**config.mk**
```make
export PLATFORM = sky130hd
export DESIGN_NAME = sram_bus_arbiter
export DESIGN_NICKNAME = d
export VERILOG_FILES = /design/src/rtl/sram_bus_arbiter.sv
export SDC_FILE = /design/constraint.sdc
export NUM_CORES = 1
export LEC_CHECK = 0
export ABC_CLOCK_PERIOD_IN_PS = 1300
export CORE_ASPECT_RATIO = 1.25
export CORE_MARGIN = 2
export CORE_UTILIZATION = 31
export DETAILED_ROUTE_END_ITERATION = 7
export GPL_TIMING_DRIVEN = 0
export PLACE_DENSITY = 0.78
export REMOVE_ABC_BUFFERS = 1
export SYNTH_ARGS = -nofsm -noshare
export SYNTH_HDL_FRONTEND = slang
export SYNTH_SLANG_ARGS = --single-unit
```
**constraint.sdc**
```tcl
create_clock -name clk -period 1.3 [get_ports clk]
set_input_delay 0.195 -clock clk [delete_from_list [all_inputs] [get_ports clk]]
set_output_delay 0.195 -clock clk [all_outputs]
set_load 0.005 [all_outputs]
```
**src/rtl/sram_bus_arbiter.sv**
```systemverilog
// sram_bus_arbiter
//
// Shares one SRAM-like memory port between the instruction-fetch and
// data-access paths of the CPU. One transaction is outstanding at a time:
// the winning request is captured into a registered buffer in IDLE,
// presented on the mem_* port in REQ until memory accepts it, and its
// completion is routed back to the owning requester in WAIT.
//
// Optional build macro: ARB_STARVE_GUARD_EN
//   undefined : strict data priority.
//   defined   : after STARVE_LIMIT consecutive data grants made while a
//               fetch was pending, the next grant goes to the fetch path.
//
// Ports
//   clk, resetn                 clock (rising edge), async active-low reset
//   inst_req/inst_addr          fetch request and address
//   inst_addr_ok                fetch request accepted this cycle
//   inst_data_ok/inst_rdata     fetch data valid / fetch data
//   data_req/data_wr/data_wstrb/data_addr/data_wdata
//                               load/store request fields
//   data_addr_ok                load/store accepted this cycle
//   data_data_ok/data_rdata     load data valid or store done / load data
//   mem_req/mem_wr/mem_wstrb/mem_addr/mem_wdata
//                               registered request to memory
//   mem_addr_ok                 memory accepted the request
//   mem_data_ok/mem_rdata       memory completed the request / read data
//   arb_busy                    a transaction is in progress
module sram_bus_arbiter #(
  parameter int ADDR_W       = 32,
  parameter int DATA_W       = 32,
  parameter int STARVE_LIMIT = 4
) (
  input  logic                clk,
  input  logic                resetn,

  input  logic                inst_req,
  input  logic [ADDR_W-1:0]   inst_addr,
  output logic                inst_addr_ok,
  output logic                inst_data_ok,
  output logic [DATA_W-1:0]   inst_rdata,

  input  logic                data_req,
  input  logic                data_wr,
  input  logic [DATA_W/8-1:0] data_wstrb,
  input  logic [ADDR_W-1:0]   data_addr,
  input  logic [DATA_W-1:0]   data_wdata,
  output logic                data_addr_ok,
  output logic                data_data_ok,
  output logic [DATA_W-1:0]   data_rdata,

  output logic                mem_req,
  output logic                mem_wr,
  output logic [DATA_W/8-1:0] mem_wstrb,
  output logic [ADDR_W-1:0]   mem_addr,
  output logic [DATA_W-1:0]   mem_wdata,
  input  logic                mem_addr_ok,
  input  logic                mem_data_ok,
  input  logic [DATA_W-1:0]   mem_rdata,

  output logic                arb_busy
);

  localparam int STRB_W = DATA_W / 8;

  typedef enum logic [1:0] {
    IDLE = 2'd0,
    REQ  = 2'd1,
    WAIT = 2'd2
  } state_t;

  state_t              state_reg, state_next;
  logic                owner_reg, owner_next;   // 0 = inst, 1 = data
  logic                mem_req_reg, mem_req_next;
  logic                mem_wr_reg, mem_wr_next;
  logic [STRB_W-1:0]   mem_wstrb_reg, mem_wstrb_next;
  logic [ADDR_W-1:0]   mem_addr_reg, mem_addr_next;
  logic [DATA_W-1:0]   mem_wdata_reg, mem_wdata_next;

  logic                force_inst;
  logic                grant_data;
  logic                grant_inst;
  logic                in_idle;

  assign in_idle = (state_reg == IDLE);

  // Data wins unless the starvation guard forces a fetch grant.
  assign grant_data = data_req && !force_inst;
  assign grant_inst = inst_req && !grant_data;

`ifdef ARB_STARVE_GUARD_EN
  localparam int CNT_W = $clog2(STARVE_LIMIT + 1);

  logic [CNT_W-1:0] starve_cnt_reg, starve_cnt_next;

  assign force_inst = inst_req && (starve_cnt_reg == CNT_W'(STARVE_LIMIT));

  // Counts data grants that bypassed a waiting fetch. It cannot pass the
  // limit: at the limit a pending fetch wins, and a data grant with no
  // fetch pending clears it.
  always_comb begin
    starve_cnt_next = starve_cnt_reg;
    if (in_idle) begin
      if (grant_inst) begin
        starve_cnt_next = '0;
      end else if (grant_data) begin
        starve_cnt_next = inst_req ? starve_cnt_reg + 1'b1 : '0;
      end
    end
  end

  always_ff @(posedge clk or negedge resetn) begin
    if (!resetn) begin
      starve_cnt_reg <= '0;
    end else begin
      starve_cnt_reg <= starve_cnt_next;
    end
  end
`else
  assign force_inst = 1'b0;
`endif

  // Next-state and request-buffer logic.
  always_comb begin
    state_next     = state_reg;
    owner_next     = owner_reg;
    mem_req_next   = mem_req_reg;
    mem_wr_next    = mem_wr_reg;
    mem_wstrb_next = mem_wstrb_reg;
    mem_addr_next  = mem_addr_reg;
    mem_wdata_next = mem_wdata_reg;

    case (state_reg)
      IDLE: begin
        if (grant_data || grant_inst) begin
          state_next     = REQ;
          owner_next     = grant_data;
          mem_req_next   = 1'b1;
          // Fetches are always reads with no byte enables.
          mem_wr_next    = grant_data && data_wr;
          mem_wstrb_next = grant_data ? data_wstrb : '0;
          mem_addr_next  = grant_data ? data_addr  : inst_addr;
          mem_wdata_next = grant_data ? data_wdata : '0;
        end
      end
      REQ: begin
        if (mem_addr_ok) begin
          state_next   = WAIT;
          mem_req_next = 1'b0;
        end
      end
      WAIT: begin
        if (mem_data_ok) begin
          state_next = IDLE;
        end
      end
      default: begin
        state_next   = IDLE;
        mem_req_next = 1'b0;
      end
    endcase
  end

  always_ff @(posedge clk or negedge resetn) begin
    if (!resetn) begin
      state_reg     <= IDLE;
      owner_reg     <= 1'b0;
      mem_req_reg   <= 1'b0;
      mem_wr_reg    <= 1'b0;
      mem_wstrb_reg <= '0;
      mem_addr_reg  <= '0;
      mem_wdata_reg <= '0;
    end else begin
      state_reg     <= state_next;
      owner_reg     <= owner_next;
      mem_req_reg   <= mem_req_next;
      mem_wr_reg    <= mem_wr_next;
      mem_wstrb_reg <= mem_wstrb_next;
      mem_addr_reg  <= mem_addr_next;
      mem_wdata_reg <= mem_wdata_next;
    end
  end

  // Handshakes are masked by resetn so a requester holding req high while
  // reset is asserted never sees an acceptance.
  assign inst_addr_ok = resetn && in_idle && grant_inst;
  assign data_addr_ok = resetn && in_idle && grant_data;

  // Completion only counts in WAIT; a stray mem_data_ok elsewhere is dropped.
  assign inst_data_ok = resetn && (state_reg == WAIT) && !owner_reg && mem_data_ok;
  assign data_data_ok = resetn && (state_reg == WAIT) &&  owner_reg && mem_data_ok;

  // Both read buses see memory directly; data_ok qualifies them.
  assign inst_rdata = mem_rdata;
  assign data_rdata = mem_rdata;

  assign mem_req   = mem_req_reg;
  assign mem_wr    = mem_wr_reg;
  assign mem_wstrb = mem_wstrb_reg;
  assign mem_addr  = mem_addr_reg;
  assign mem_wdata = mem_wdata_reg;

  assign arb_busy = !in_idle;

endmodule

```
Word level (Yosys, flattened, before mapping)

Cells that the tools add are included.

Register bits: 73
Bits in latches: 0
Bits in writable memories: 0
Bits in read-only memories: 0
Output and inout bits: 139
Logic and storage cells: 41
Memories: 0

Add/subtract/negate cells: 0
$mul: 0
Div/mod/pow operators: 0
Magnitude comparators: 0
Eq/ne operators: 5
Shifts and indexed selects: 0
Multiplexer cells: 10
Bitwise operators: 1
Reductions and logical operators: 18

Operator list:

| operator                                                                 | count |
|---|---|
| 32-bit 2-to-1 mux                                                        | 2 |
| 1-bit logical AND                                                        | 10 |
| 2-bit 2-to-1 mux                                                         | 3 |
| 2-bit case mux with 3 select lines                                       | 1 |
| 3-bit AND reduction                                                      | 2 |
| 4-bit 2-to-1 mux                                                         | 1 |
| 2-bit inequality test (second input constant)                            | 2 |
| 1-bit logical NOT                                                        | 3 |
| 1-bit case mux with 3 select lines                                       | 1 |
| 2-bit by 1-bit == test with 1-bit output (second input constant)         | 1 |
| 2-bit == test (second input constant)                                    | 1 |
| 2-bit logical NOT                                                        | 1 |
| 1-bit 2-to-1 mux                                                         | 2 |
| 2-bit by 1-bit inequality test with 1-bit output (second input constant) | 1 |
| 2-bit AND reduction                                                      | 1 |
| 1-bit logical OR                                                         | 1 |
| 1-bit inverter                                                           | 1 |

Depth between registers and ports, before layout

Word-level depth: 5
Depth in mapped cells: 5
Mapped depth without buffers: 3

Worst setup path after synthesis

No wires, ideal clock.

Kind: register to register
Start: register state_reg[1]
End: register mem_addr_reg[13], in the netlist mem_addr[13]
Library setup time: 128 ps
Arrival time: 1140 ps
Path slack: 32 ps
Cell stages (with the launch flop): 5
Buffers on the path: 1
Clock period less this slack: 1268 ps
Path through: dfrtp_1 > nor2_4 > o21ai_4 > buf_4 > mux2_1

Longest elaborated chain between the ends: 2

Ends and longest elaborated chain:

| what                          | line | RTL |
|---|---|---|
| start: declaration            | 71   | `state_t state_reg, state_next;` |
| start signal: assignment      | 173  | `state_reg <= state_next;` |
| 2-bit logical NOT             | 132  | `case (state_reg)` |
| 2-bit AND reduction (no line) | n/a  |  |
| end signal: assignment        | 178  | `mem_addr_reg <= mem_addr_next;` |
| end: declaration              | 76   | `logic [ADDR_W-1:0] mem_addr_reg, mem_addr_next;` |

Every way passes these cells.
A chain may end at the register's enable or synchronous reset.

Final worst setup path

Start: register state_reg[1]
End: register mem_addr_reg[3], in the netlist mem_addr[3]

The elaborated chain is that of the path after synthesis.

==> metrics.md <==
| Metric | Value |
|---|---|
| Cts bufs inserted | `9` |
| PwrDens | `2150 nW/um^2` |
| CP startpoint kind | `flop` |
| Most used cell, CP | `buf_6` |
| Register bit total from synthesis | `73` |
| DRC viols | `0` |
| Pre-Repair DR Iteration Count | `4` |
| Worst-Margin Slew | `between 0.4 and 0.5 ns` |
| Die Ht | `124 um` |
| # setup viols final | `75` |
| M1 wire length | `~4600 um` |
| Slack of the critical path | `-0.275 ns` |
| Crit path kind | `reg -> reg` |
| Routability cong. | `about 0.8` |
| CTS tree | `built` |
| CP max FO | `16` |
| Tmin final | `1.57 ns` |
| Ys Warns | `0` |
| Vias | `2792` |
| Met2 WL | `6920 um` |
| Synthesized area | `3600 um^2` |
| Crit. End Element | `flop` |
| Violated checks | `hold timing, setup timing` |
| R2R setup slack | `-0.27 ns` |
| Placed cells | `518` |
| Share of cells above drive strength 1 | `29.0%` |
| Layout Cells excl Fill | `approximately 560` |
| PortBufs | `~180` |
| Routed wire length | `14300 um` |
| Fin crit share | `121%` |
| Pleak | `about 2.6 nW` |
| Worst clock skew | `approximately 0.0063 ns` |
| Rows | `44` |
| Crit-path cells | `nor2_4, buf_6, buf_6, o21ai_4, buf_12, mux2_2` |
| Met3 routed wirelength | `2410 um` |
| CP max stage cell | `dfrtp_1` |
| Post-Synthesis Mean Instance Area | `13.1 um^2` |
| Sequential share of the synthesized area | `50.8%` |
| Synth Instances | `275` |
| N_diodes | `0` |
| Final Max Tran Viols | `0` |
| Area grow syn2layout | `55.9%` |
| Vias in the first global route | `2896` |
| Hold crit path type | `in -> async` |
| Max_cap viols | `0` |
| DRT iter0 DRCs | `77` |
| DR top layer | `met5` |
| # H-tree levels | `3` |
| Fmax | `0.635 GHz` |
| Largest net degree at the start of global routing | `77` |
| Vias per inst | `5.00` |
| Run status | `finished, violations left` |
| Drt wl/cell | `25.7 um` |
| First-pass GRT wire length | `between 15000 and 20000 um` |
| RSZ-0062 raised after global routing | `yes` |
| GRT overflow | `0` |
| CP arrival | `1.78 ns` |
| Core ar. | `11500 um^2` |
| Final Power | `12.0 mW` |
| Cell taking the most area after synthesis | `dfrtp_1` |
| Worst R2R Start | `state_reg[1]` |
| Tot GR Track Use | `a little over a fifth` |
| Die X | `roughly 100 um` |
| Peak VDD IR | `0.817 mV` |
| Worst-case reg-to-reg path depth | `6` |
| Clock Sink Count | `73` |
| Slowest stage delay, CP | `slightly above 0.4 ns` |
| Clk slew on worst S/H paths | `0.06 ns` |
| Placed wire-length estimate | `10100 um` |
| Antenna violations before repair | `0` |
| Die area | `approximately 12000 um^2` |
| R2R Path End | `mem_addr[3]` |
| DRT antenna net count | `0` |
| Root Buffer | `clkbuf_16` |
| Fin. Hold Viols | `73` |
| Hold_ws | `-0.122 ns` |
| Top post-synthesis cells by area | `dfrtp_1 51%, mux2_2 20%, buf_4 14%, a22o_1 9.0%, buf_6 1.9%` |
| Clock Path Buffers | `2` |
| Nets | `554` |
| Initial core utilization | `31.4%` |
| Req. time, crit path | `1.50 ns` |
| Clock Latency Late Sink | `0.33 ns` |
| Area share of the largest cell type after synthesis | `50.8%` |
| Netlist cell types | `19` |
| Slew headroom | `66.8%` |
| Io pins | `about 280` |
[cells in the mapped netlist]
library cell  instances
o21ai_0               2
and2_1                1
and3_1                1
buf_6                 6
o21ai_4               1
nand2_1               5
mux2_1                1
mux2_2               63
nor2_4                1
buf_2                 5
nand3_1               2
nand2b_1              1
nor2_1                4
inv_1                 2
dfrtp_1              73
nor2b_1               1
a22o_1               37
buf_4                68
a21o_1                1
[how the worst max path moves through the flow]
stage / start / depth (start not counted) / end / slack, ns
after floorplan: data_req / 2 / mem_addr[0] / -0.48
after CTS: state_reg[1] / 6 / mem_addr[23] / -0.25
after global routing: state_reg[1] / 6 / mem_addr[3] / -0.33
after global placement: resetn / 4 / data_data_ok / -3.01
after detailed placement: data_req / 3 / mem_wdata[7] / -1.12
final: state_reg[1] / 6 / mem_addr[3] / -0.27
[worst max-delay path, delay by kind of cell, from the launching register on]
kind | cells | cell delay, ns
buffers and inverters | 3 | 0.46
multiplexers | 1 | 0.36
AND/OR/NAND/NOR | 1 | 0.06
flip-flops | 1 | 0.41
AO/OA/AOI/OAI | 1 | 0.16
[power by group]
part / internal, mW / switching (mW)
clock network: 1.64 / 0.917
logic: 3.45 / 2.13
registers: 3.34 / 0.566
total: 8.43 / 3.61
[per-layer routing]
layer	vias to the layer above	global-route usage [%]
met3	26	16.2
met4	4	6.12
met2	259	34.6
met1	1316	19.1
li1	1187	-
met5	-	9.40
[cells in the final DEF (no fill, tap or decap), types with 4 or more instances in the layout]
| cell type | count |
|---|---|
| a22o_1 | 37 |
| buf_2 | 4 |
| dlygate4sd2_1 | 69 |
| nor2_1 | 4 |
| buf_6 | 7 |
| buf_4 | 13 |
| clkbuf_16 | 11 |
| dfrtp_1 | 72 |
| mux2_4 | 10 |
| mux2_2 | 53 |
| clkdlybuf4s50_1 | 104 |
[layout make-up]
class,instances,area (um^2)
Clock inverter,4,50.0
Inverter,2,7.51
Clock buffer,12,267
Multi-Input combinational cell,122,1220
Timing Repair Buffer,207,2060
Tap cell,138,173
Fill cell,1021,5840
Sequential cell,73,1830
[cells by family after synthesis]
kind of cell / synth area share [%]
AO/OA/AOI/OAI: 9.95
multiplexers: 20.0
buffers and inverters: 17.0
AND/OR/NAND/NOR: 2.23
flip-flops: 50.8
[timing repair]
action	in CTS	in global routing
resized for setup	100	18
endpoints found under the hold margin	73	73
setup endpoints to repair	145	76
cloned	3	5
pin swaps	5	4
setup buffers	13	3
[stage by stage]
stage | utilization, % | setup WS, ns | setup TNS [ns] | cell area, um^2
3_3_place_gp | 43.5 | -3.01 | -360.38 | 4980
6_report | 49.0 | -0.275 | -17.54 | 5610
5_1_grt | 49.0 | -0.329 | -22.27 | 5610
3_5_place_dp | 44.0 | -1.12 | -55.68 | 5040
4_1_cts | 47.8 | -0.249 | -15.08 | 5470
2_1_floorplan | - | -0.478 | -28.59 | 2990
Note: power is estimated with default switching activity, not from simulation.
